$ cat src/rtl/console_pkg.sv
// Shared types and defaults for the text console buffer controller.
package console_pkg;

    localparam int COLS_DEF   = 80;
    localparam int ROWS_DEF   = 30;
    localparam int CELL_COUNT = COLS_DEF * ROWS_DEF;

    typedef enum logic [1:0] {
        CMD_WRITE      = 2'd0,
        CMD_SET_CURSOR = 2'd1,
        CMD_CLEAR      = 2'd2,
        CMD_SET_SCROLL = 2'd3
    } cmd_e;

    typedef struct packed {
        logic [7:0] attr;
        logic [7:0] chr;
    } cell_t;

    typedef enum logic {
        ST_IDLE  = 1'b0,
        ST_CLEAR = 1'b1
    } state_e;

    function automatic logic [11:0] cell_inc(input logic [11:0] idx, input logic [11:0] last);
        return (idx == last) ? 12'd0 : idx + 12'd1;
    endfunction

endpackage

$ cat src/rtl/console_fetch_timer.sv
// Derives the display fetch slot and target text cell from the HDMI pixel counters.
module console_fetch_timer #(
    parameter int COLS         = 80,
    parameter int ROWS         = 30,
    parameter int FRAME_WIDTH  = 800,
    parameter int FRAME_HEIGHT = 525
) (
    input  logic [9:0] cx,
    input  logic [9:0] cy,
    output logic       fetch_slot,
    output logic       fetch_valid,
    output logic [6:0] fetch_col,
    output logic [5:0] fetch_row
);

    logic [10:0] nx_s;
    logic [10:0] ny_s;

    // The fetch issued at cx[2:0]==6 targets the cell starting two pixels later.
    always_comb begin
        nx_s = {1'b0, cx} + 11'd2;
        ny_s = {1'b0, cy};
        if (nx_s >= 11'(FRAME_WIDTH)) begin
            nx_s = nx_s - 11'(FRAME_WIDTH);
            ny_s = ny_s + 11'd1;
            if (ny_s == 11'(FRAME_HEIGHT)) begin
                ny_s = 11'd0;
            end else begin
                ny_s = ny_s;
            end
        end else begin
            nx_s = nx_s;
        end
    end

    assign fetch_slot  = (cx[2:0] == 3'd6);
    assign fetch_col   = 7'(nx_s >> 3);
    assign fetch_row   = 6'(ny_s >> 4);
    assign fetch_valid = fetch_slot && (int'(fetch_col) < COLS) && (int'(fetch_row) < ROWS);

endmodule

$ cat src/rtl/console_buffer_ctrl.sv
// Shares one char/attr RAM between console display fetch and host commands.
// Optional hardware scroll is built when CONSOLE_SCROLL_EN is defined.
module console_buffer_ctrl
    import console_pkg::*;
#(
    parameter int COLS         = COLS_DEF,
    parameter int ROWS         = ROWS_DEF,
    parameter int FRAME_WIDTH  = 800,
    parameter int FRAME_HEIGHT = 525
) (
    input  logic        clk_pixel,
    input  logic        resetn,
    input  logic [9:0]  cx,
    input  logic [9:0]  cy,
    input  logic        host_valid,
    output logic        host_ready,
    input  logic [1:0]  host_cmd,
    input  logic [15:0] host_data,
    output logic [11:0] ram_addr,
    output logic        ram_we,
    output logic [15:0] ram_wdata,
    input  logic [15:0] ram_rdata,
    output logic [7:0]  character,
    output logic [7:0]  attribute,
    output logic        busy
);

    localparam int          CELLS     = COLS * ROWS;
    localparam logic [11:0] LAST_CELL = 12'(CELLS - 1);

    logic        fetch_slot_s;
    logic        fetch_valid_s;
    logic [6:0]  fetch_col_s;
    logic [5:0]  fetch_row_s;
    logic [5:0]  row_phys_s;
    logic [11:0] fetch_addr_s;
    cell_t       rd_cell_s;

    state_e      state_r, state_nx_s;
    logic [11:0] cursor_r, cursor_nx_s;
    logic [11:0] ptr_r, ptr_nx_s;
    logic [15:0] fill_r, fill_nx_s;
    logic        run_r;
    logic        pending_r;

    console_fetch_timer #(
        .COLS         (COLS),
        .ROWS         (ROWS),
        .FRAME_WIDTH  (FRAME_WIDTH),
        .FRAME_HEIGHT (FRAME_HEIGHT)
    ) u_timer (
        .cx          (cx),
        .cy          (cy),
        .fetch_slot  (fetch_slot_s),
        .fetch_valid (fetch_valid_s),
        .fetch_col   (fetch_col_s),
        .fetch_row   (fetch_row_s)
    );

`ifdef CONSOLE_SCROLL_EN
    logic [5:0] scroll_r, scroll_nx_s;
    logic [6:0] row_sum_s;

    // Display row offset by the scroll register, wrapping within the text area.
    always_comb begin
        row_sum_s = {1'b0, fetch_row_s} + {1'b0, scroll_r};
        if (row_sum_s >= 7'(ROWS)) begin
            row_phys_s = 6'(row_sum_s - 7'(ROWS));
        end else begin
            row_phys_s = 6'(row_sum_s);
        end
    end
`else
    assign row_phys_s = fetch_row_s;
`endif

    assign fetch_addr_s = 12'(int'(row_phys_s) * COLS + int'(fetch_col_s));
    assign rd_cell_s    = cell_t'(ram_rdata);
    assign host_ready   = run_r && (state_r == ST_IDLE) && !fetch_slot_s;
    assign busy         = (state_r == ST_CLEAR);

    // Arbitration: fetch slot first, then clear sweep, then host command.
    always_comb begin
        state_nx_s  = state_r;
        cursor_nx_s = cursor_r;
        ptr_nx_s    = ptr_r;
        fill_nx_s   = fill_r;
`ifdef CONSOLE_SCROLL_EN
        scroll_nx_s = scroll_r;
`endif
        ram_addr    = 12'd0;
        ram_we      = 1'b0;
        ram_wdata   = 16'd0;
        if (!run_r) begin
            ram_addr = 12'd0;
        end else if (fetch_slot_s) begin
            ram_addr = fetch_valid_s ? fetch_addr_s : 12'd0;
        end else if (state_r == ST_CLEAR) begin
            ram_addr  = ptr_r;
            ram_we    = 1'b1;
            ram_wdata = fill_r;
            if (ptr_r == LAST_CELL) begin
                state_nx_s  = ST_IDLE;
                cursor_nx_s = 12'd0;
                ptr_nx_s    = 12'd0;
            end else begin
                ptr_nx_s = ptr_r + 12'd1;
            end
        end else if (host_valid) begin
            case (cmd_e'(host_cmd))
                CMD_WRITE: begin
                    ram_addr    = cursor_r;
                    ram_we      = 1'b1;
                    ram_wdata   = host_data;
                    cursor_nx_s = cell_inc(cursor_r, LAST_CELL);
                end
                CMD_SET_CURSOR: begin
                    cursor_nx_s = (host_data < 16'(CELLS)) ? 12'(host_data) : 12'd0;
                end
                CMD_CLEAR: begin
                    fill_nx_s  = host_data;
                    ptr_nx_s   = 12'd0;
                    state_nx_s = ST_CLEAR;
                end
                CMD_SET_SCROLL: begin
`ifdef CONSOLE_SCROLL_EN
                    scroll_nx_s = (host_data < 16'(ROWS)) ? 6'(host_data) : 6'd0;
`else
                    state_nx_s = state_r;
`endif
                end
                default: begin
                    state_nx_s = state_r;
                end
            endcase
        end else begin
            state_nx_s = state_r;
        end
    end

    // Control state: FSM, cursor, sweep pointer, fill value and optional scroll.
    always_ff @(posedge clk_pixel or negedge resetn) begin
        if (!resetn) begin
            state_r  <= ST_IDLE;
            cursor_r <= 12'd0;
            ptr_r    <= 12'd0;
            fill_r   <= 16'd0;
            run_r    <= 1'b0;
`ifdef CONSOLE_SCROLL_EN
            scroll_r <= 6'd0;
`endif
        end else begin
            state_r  <= state_nx_s;
            cursor_r <= cursor_nx_s;
            ptr_r    <= ptr_nx_s;
            fill_r   <= fill_nx_s;
            run_r    <= 1'b1;
`ifdef CONSOLE_SCROLL_EN
            scroll_r <= scroll_nx_s;
`endif
        end
    end

    // Display outputs update on the edge closing the cx[2:0]==7 cycle; blank cells read as zero.
    always_ff @(posedge clk_pixel or negedge resetn) begin
        if (!resetn) begin
            pending_r <= 1'b0;
            character <= 8'd0;
            attribute <= 8'd0;
        end else begin
            pending_r <= run_r && fetch_valid_s;
            if (cx[2:0] == 3'd7) begin
                character <= pending_r ? rd_cell_s.chr  : 8'd0;
                attribute <= pending_r ? rd_cell_s.attr : 8'd0;
            end
        end
    end

endmodule

$ cat config.mk
export PLATFORM = sky130hd
export DESIGN_NAME = console_buffer_ctrl
export DESIGN_NICKNAME = d
export VERILOG_FILES = /design/src/rtl/console_pkg.sv /design/src/rtl/console_fetch_timer.sv /design/src/rtl/console_buffer_ctrl.sv
export SDC_FILE = /design/constraint.sdc
export NUM_CORES = 1
export LEC_CHECK = 0
export BUFFER_PORTS_ARGS = -buffer_cell sky130_fd_sc_hd__clkbuf_2
export CAP_MARGIN = 15
export CELL_PAD_IN_SITES_DETAIL_PLACEMENT = 1
export CELL_PAD_IN_SITES_GLOBAL_PLACEMENT = 2
export CORE_ASPECT_RATIO = 2
export CORE_MARGIN = 5
export CORE_UTILIZATION = 29
export DETAILED_ROUTE_END_ITERATION = 6
export GPL_TIMING_DRIVEN = 0
export HOLD_SLACK_MARGIN = 0.02
export PLACE_DENSITY = 0.8
export SYNTH_ARGS = -nofsm -noshare
export SYNTH_HDL_FRONTEND = slang
export SYNTH_SLANG_ARGS = --single-unit
export TNS_END_PERCENT = 1
$ cat constraint.sdc
create_clock -name clk_pixel -period 4.5 [get_ports clk_pixel]
set_clock_uncertainty 0.05 [all_clocks]
set_input_delay 0.675 -clock clk_pixel [delete_from_list [all_inputs] [get_ports clk_pixel]]
set_output_delay 0.675 -clock clk_pixel [all_outputs]
set_load 0.02 [all_outputs]
## After elaboration in Yosys (flattened, before gate mapping)

Cells that the tools add are included.

| storage, ports and cells | value |
|---|---|
| word-level logic and storage cells | 78 |
| input bits | 57 |
| output and inout port bits | 47 |
| register bits | 59 |

| operators by class | value |
|---|---|
| reduce and logical (&&, ||, !) cells | 14 |
| muxes and demuxes | 35 |
| order comparisons | 4 |
| $mul | 1 |
| add/sub/neg operators | 6 |
| bitwise logic cells | 2 |
| equality and inequality tests | 8 |

Operators by type and width:

| kind | count |
|---|---|
| two-way mux 12 bit | 15 |
| two-way mux 16 bit | 5 |
| two-way mux 10 bit | 3 |
| adder 12 x 1 -> 12 bit, second input constant | 2 |
| == test 12 bit, second input constant | 2 |
| one-hot mux 12 bit (2 select lines) | 1 |
| less-than comparator 16 x 12 -> 1 bit, second input constant | 1 |
| two-way mux 8 bit | 2 |
| adder 12 x 7 -> 12 bit | 1 |
| adder 10 x 1 -> 11 bit, second input constant | 1 |
| adder 10 x 2 -> 11 bit, second input constant | 1 |
| == test 11 x 10 -> 1 bit, second input constant | 1 |
| greater-or-equal comparator 11 x 10 -> 1 bit, second input constant | 1 |
| AND reduction 5 bit | 2 |
| subtractor 10 bit, second input constant | 1 |
| two-way mux 1 bit | 9 |
| multiplier 6 x 3 -> 8 bit, second input constant | 1 |
| less-than comparator 7 bit, second input constant | 1 |
| == test 3 bit, second input constant | 2 |
| less-than comparator 6 x 5 -> 1 bit, second input constant | 1 |
| logical AND 1 bit | 5 |
| AND reduction 4 bit | 1 |
| nonzero test 2 bit | 2 |
| nonzero test 3 bit | 1 |
| 7 further kinds | 8 |

## Depth between registers and ports, before layout

| logic depth | value |
|---|---|
| depth in word-level cells | 9 |
| depth in mapped cells | 20 |
| depth with buffers taken out | 19 |

## By module

From an unflattened synthesis, not the netlist that was laid out.

| unflattened totals | value |
|---|---|
| cells, all modules | 513 |
| area total of the unflattened synthesis | 4,468.0 um2 |

Modules (own cells, without submodules):

| module | instances | sequential area each (um2) | cells each | area each (um2) |
|---|---|---|---|---|
| console_buffer_ctrl | 1 | 1,476.4 | 421 | 3,811.2 |
| console_fetch_timer | 1 | 0.0 | 92 | 656.9 |

## Worst setup path before layout

No wires, ideal clock.

| timing | value |
|---|---|
| kind | input to output |
| start point | in cx[1] |
| end point | out ram_addr[11] |
| setup slack | -0.436 ns |
| required time | 3.775 ns |
| path buffers | 1 |
| data arrival time | 4.211 ns |
| stages | 19 |
| cells stage by stage | ha_1 -> buf_4 -> and3_1 -> xnor2_1 -> ha_1 -> o2bb2ai_4 -> a21oi_4 -> nor2_1 -> nand2_1 -> xnor2_1 -> ha_1 -> ha_1 -> inv_1 -> fa_1 -> nor3b_1 -> nand3_1 -> xor2_1 -> nand3_1 -> o21ai_2 |

| on the way | value |
|---|---|
| word-level cells in the longest chain between the ends | 9 |
| elaborated cells on any way between the ends | 15 |
| classes of those cells | 3 x add/sub; 1 x mul; 3 x order compare; 1 x eq/ne; 5 x mux; 2 x reduce/logical |

RTL lines:

| element | RTL line | text |
|---|---|---|
| start, declared | console_buffer_ctrl.sv:13 | `input logic [9:0] cx,` |
| parallel branches: the longest is 7 deep, another holds adder 12 x 7 -> 12 bit | n/a |  |
| two-way mux 12 bit * | console_buffer_ctrl.sv:96 | `end else if (fetch_slot_s) begin` |
| two-way mux 12 bit * | console_buffer_ctrl.sv:94 | `if (!run_r) begin` |
| end, declared | console_buffer_ctrl.sv:19 | `output logic [11:0] ram_addr,` |

Every way passes the cells marked *.

## Worst setup path after layout

| timing | value |
|---|---|
| start point | in cx[2] |
| end point | out ram_addr[11] |

Same word-level chain as after synthesis.

==> impl_metrics.json <==
{
  "status": "complete, but fails checks",
  "violations": "setup timing",
  "final_area_um2": 6075,
  "firstDrtPassIters": 4,
  "p_comb_frac": 0.310,
  "ys_seq_area_frac": 0.3223,
  "power_density_nw_per_um2": 350.4,
  "post-route-period-util": 1.113,
  "mostFrequentLayoutCells": "clkbuf_2 (91), nand2_1 (71), dfrtp_1 (59), nor2_1 (44)",
  "power_frac_clock": 0.370,
  "synthTopCellsByArea": "dfrtp_1 (32%), nand2_1 (5.9%), mux2i_1 (4.6%), ha_1 (4.1%), mux2_2 (3.9%)",
  "totalWireLength_mm": 15.56,
  "leakage_nw": 2.714,
  "syn_inst": 532,
  "synth_top_area_frac": 0.3223,
  "grt_pass1_vias": 5138,
  "grt-ovfl-total": 0,
  "placementRows": 65,
  "dieArea_um2": 18560,
  "cp.required_ns": 3.77,
  "syn-num-nets": 606,
  "netlist_area_um2": 4581,
  "async_reset_ff_frac": 1.000,
  "dr.first_iter.drc_count": 161,
  "crit_path_max_fanout": 6,
  "syn_avg_cell_area_um2": 8.610,
  "hp-class": "input pin to asynchronous set/reset pin",
  "synth_area_leader_cell": "dfrtp_1",
  "crit_arrival_ns": 4.28,
  "gp_congestion": 0.8495,
  "cts_tree": "yes",
  "post-dp-hpwl_mm": 12.32,
  "cp_slowest_stage_delay_ns": 0.46,
  "worst_slew_pin_slew_ns": 1.131,
  "layout-drive-gt1-share": 0.3174,
  "cts_sinks": 59,
  "root_buffer": "clkbuf_16",
  "rr_startpoint": "ptr_r[0]",
  "grt_max_degree": 60,
  "hold_ws_ns": 0.4274,
  "fin_util": 0.3870,
  "seqPwrFrac": 0.320,
  "die-height_um": 187.7,
  "grt_pass1_wl_mm": 25.50,
  "hold_viol": 0,
  "finalSetupViolations": 4,
  "placedInstanceArea_um2": 5371,
  "start_util": 0.2918,
  "antenna_found_initial": 0,
  "slew_violations": 0,
  "clkLatencyLatePin_ns": 0.33,
  "critPathLaunchType": "input pin",
  "diodes": 0,
  "clockBufferDepth": 2,
  "die_w_um": 98.87,
  "ys_seq_elements": 59,
  "fmax_mhz": 199.7,
  "startpoint": "cx[2]",
  "io_pins": 104,
  "h-tree-depth": 3,
  "drcViolationCount": 0,
  "crit_path_end_kind": "output pin",
  "yosys_warnings": 0,
  "rsz0062_at_grt": "yes",
  "dp_slack_ns": -1.103,
  "clkTransAtPathRegs_ns": 0.05,
  "grt_util_all_layers": 0.1691,
  "ant_nets": 0,
  "path_buf_inv": 3,
  "worstSetupPathType": "input pin to output pin",
  "final_common_cell": "clkbuf_2",
  "ys_types": 65,
  "cp_cell_sequence": "clkbuf_16, ha_4, nor3b_4, nand3b_1, o21ai_4, o2bb2ai_4, a21oi_4, nor2_4, nand2_2, xnor2_2, ha_1, ha_2, inv_2, fa_2, nor3b_2, nand3_1, xor2_1, nand3_1, o21ai_4, buf_8",
  "crit_family": "adder cells",
  "ir_worst_vdd_mv": 0.2278,
  "viasPerCell": 5.208,
  "via_count": 4526,
  "min_period_ns": 5.006,
  "p_total_w": 0.002128,
  "nets": 737,
  "drt-wirelength-per-cell_um": 17.91,
  "multiInputGateArea_um2": 3075,
  "power.switching_w": 0.0006872,
  "syn_to_final_growth_pct": 32.61,
  "cpMaxStageDelayCell": "fa_2",
  "synthFlopType": "dfrtp_1",
  "slew_headroom": 0.2399,
  "core-area_um2": 15700,
  "io_buffer_count": 98,
  "swShare": 0.3229,
  "fillCellCount": 1879,
  "synth-edff-count": 0,
  "cell_internal_pwr_w": 0.001441,
  "cap_violations": 0,
  "cts-buffers-inserted": 9,
  "fin_ws_ns": -0.5064,
  "seqCellArea_um2": 1476
}
stage by stage:
step                      TNS [ns]  cells
after floorplan            -0.4396    532
after global placement      -3.985    831
after detailed placement    -4.488    831
after CTS                   -1.967    865
after global routing        -2.362    869
final                       -1.678    869
kinds of logic after synthesis:
logic type | count (synthesis) | synth area share
simple gates | 217 | 0.2346
flops | 59 | 0.3223
mux | 37 | 0.08522
buf+inv | 44 | 0.04534
other cells | 1 | 0.0008187
fa+ha+maj | 17 | 0.04971
xor+xnor | 29 | 0.05955
compound gates | 128 | 0.2024
registers in the layout, indices dropped and copies added (netlist names):
| register | cells |
|---|---|
| fill_r | 16 |
| character | 8 |
| attribute | 8 |
| run_r | 1 |
| ptr_r | 12 |
| cursor_r | 12 |
| busy | 1 |
| pending_r | 1 |
cells in the mapped netlist (all sizes together), types with 3 or more instances:
library cell / count
nand2: 72
o21ai: 71
dfrtp: 59
nor2: 47
nand3: 33
mux2i: 21
clkbuf: 20
xnor2: 19
mux2: 16
a21oi: 15
ha: 15
inv: 13
and3: 12
buf: 11
nand4: 11
a221o: 10
xor2: 10
nor3: 9
nor3b: 8
a22oi: 6
a21o: 4
and2: 4
nor2b: 4
a311oi: 3
a31oi: 3
nand3b: 3
nor4: 3
o211ai: 3
metal layers:
layer  track usage  vias up  part of all wire
li1              -     2166                 -
met1        0.1695     2253              0.36
met2        0.3427       86              0.59
met3       0.01862       21             0.022
met4       0.06049        0             0.023
met5             0        -                 0
worst paths after layout:
| kind | endpoint | slack, ns | cells past startpoint |
|---|---|---|---|
| max in group asynchronous | ptr_r[10] | 3.38 | 1 |
| setup / recovery | ram_addr[11] | -0.51 | 20 |
| hold / removal | attribute[3] | 0.43 | 1 |
| hold reg to reg | character[6] | 0.43 | 2 |
| setup reg to reg | ptr_r[11] | 1.85 | 7 |
| min in group clk_pixel | character[6] | 0.43 | 2 |
power groups by stage:
stage / sequential, W / clock (W) / combinational, W
finish: 0.000681 / 0.000788 / 0.000659
global route: 0.000691 / 0.000828 / 0.000724
CTS: 0.000681 / 0.000803 / 0.000657
detailed placement: 0.000690 / 0 / 0.000622
global placement: 0.000683 / 0 / 0.000601
floorplan: 0.000670 / 0 / 0.000431
cell type report:
class                           instances  share of cell area
Tap cell                              201             0.04140
Buffer                                 31             0.02739
Multi-Input combinational cell        429              0.5063
Clock inverter                          3             0.01112
Timing Repair Buffer                  120              0.1166
Sequential cell                        59              0.2430
Clock buffer                           13             0.04614
Inverter                               13            0.008033
what timing repair did:
action / 4_1_cts / 5_1_grt
buffers inserted: 18 / 4
hold buffers: 0 / 0
setup endpoints to repair: 7 / 6
endpoints found under the hold margin: 0 / 0
pin swaps: 16 / 22
resized for setup: 22 / 17
Power figures use the tool's default switching activity.
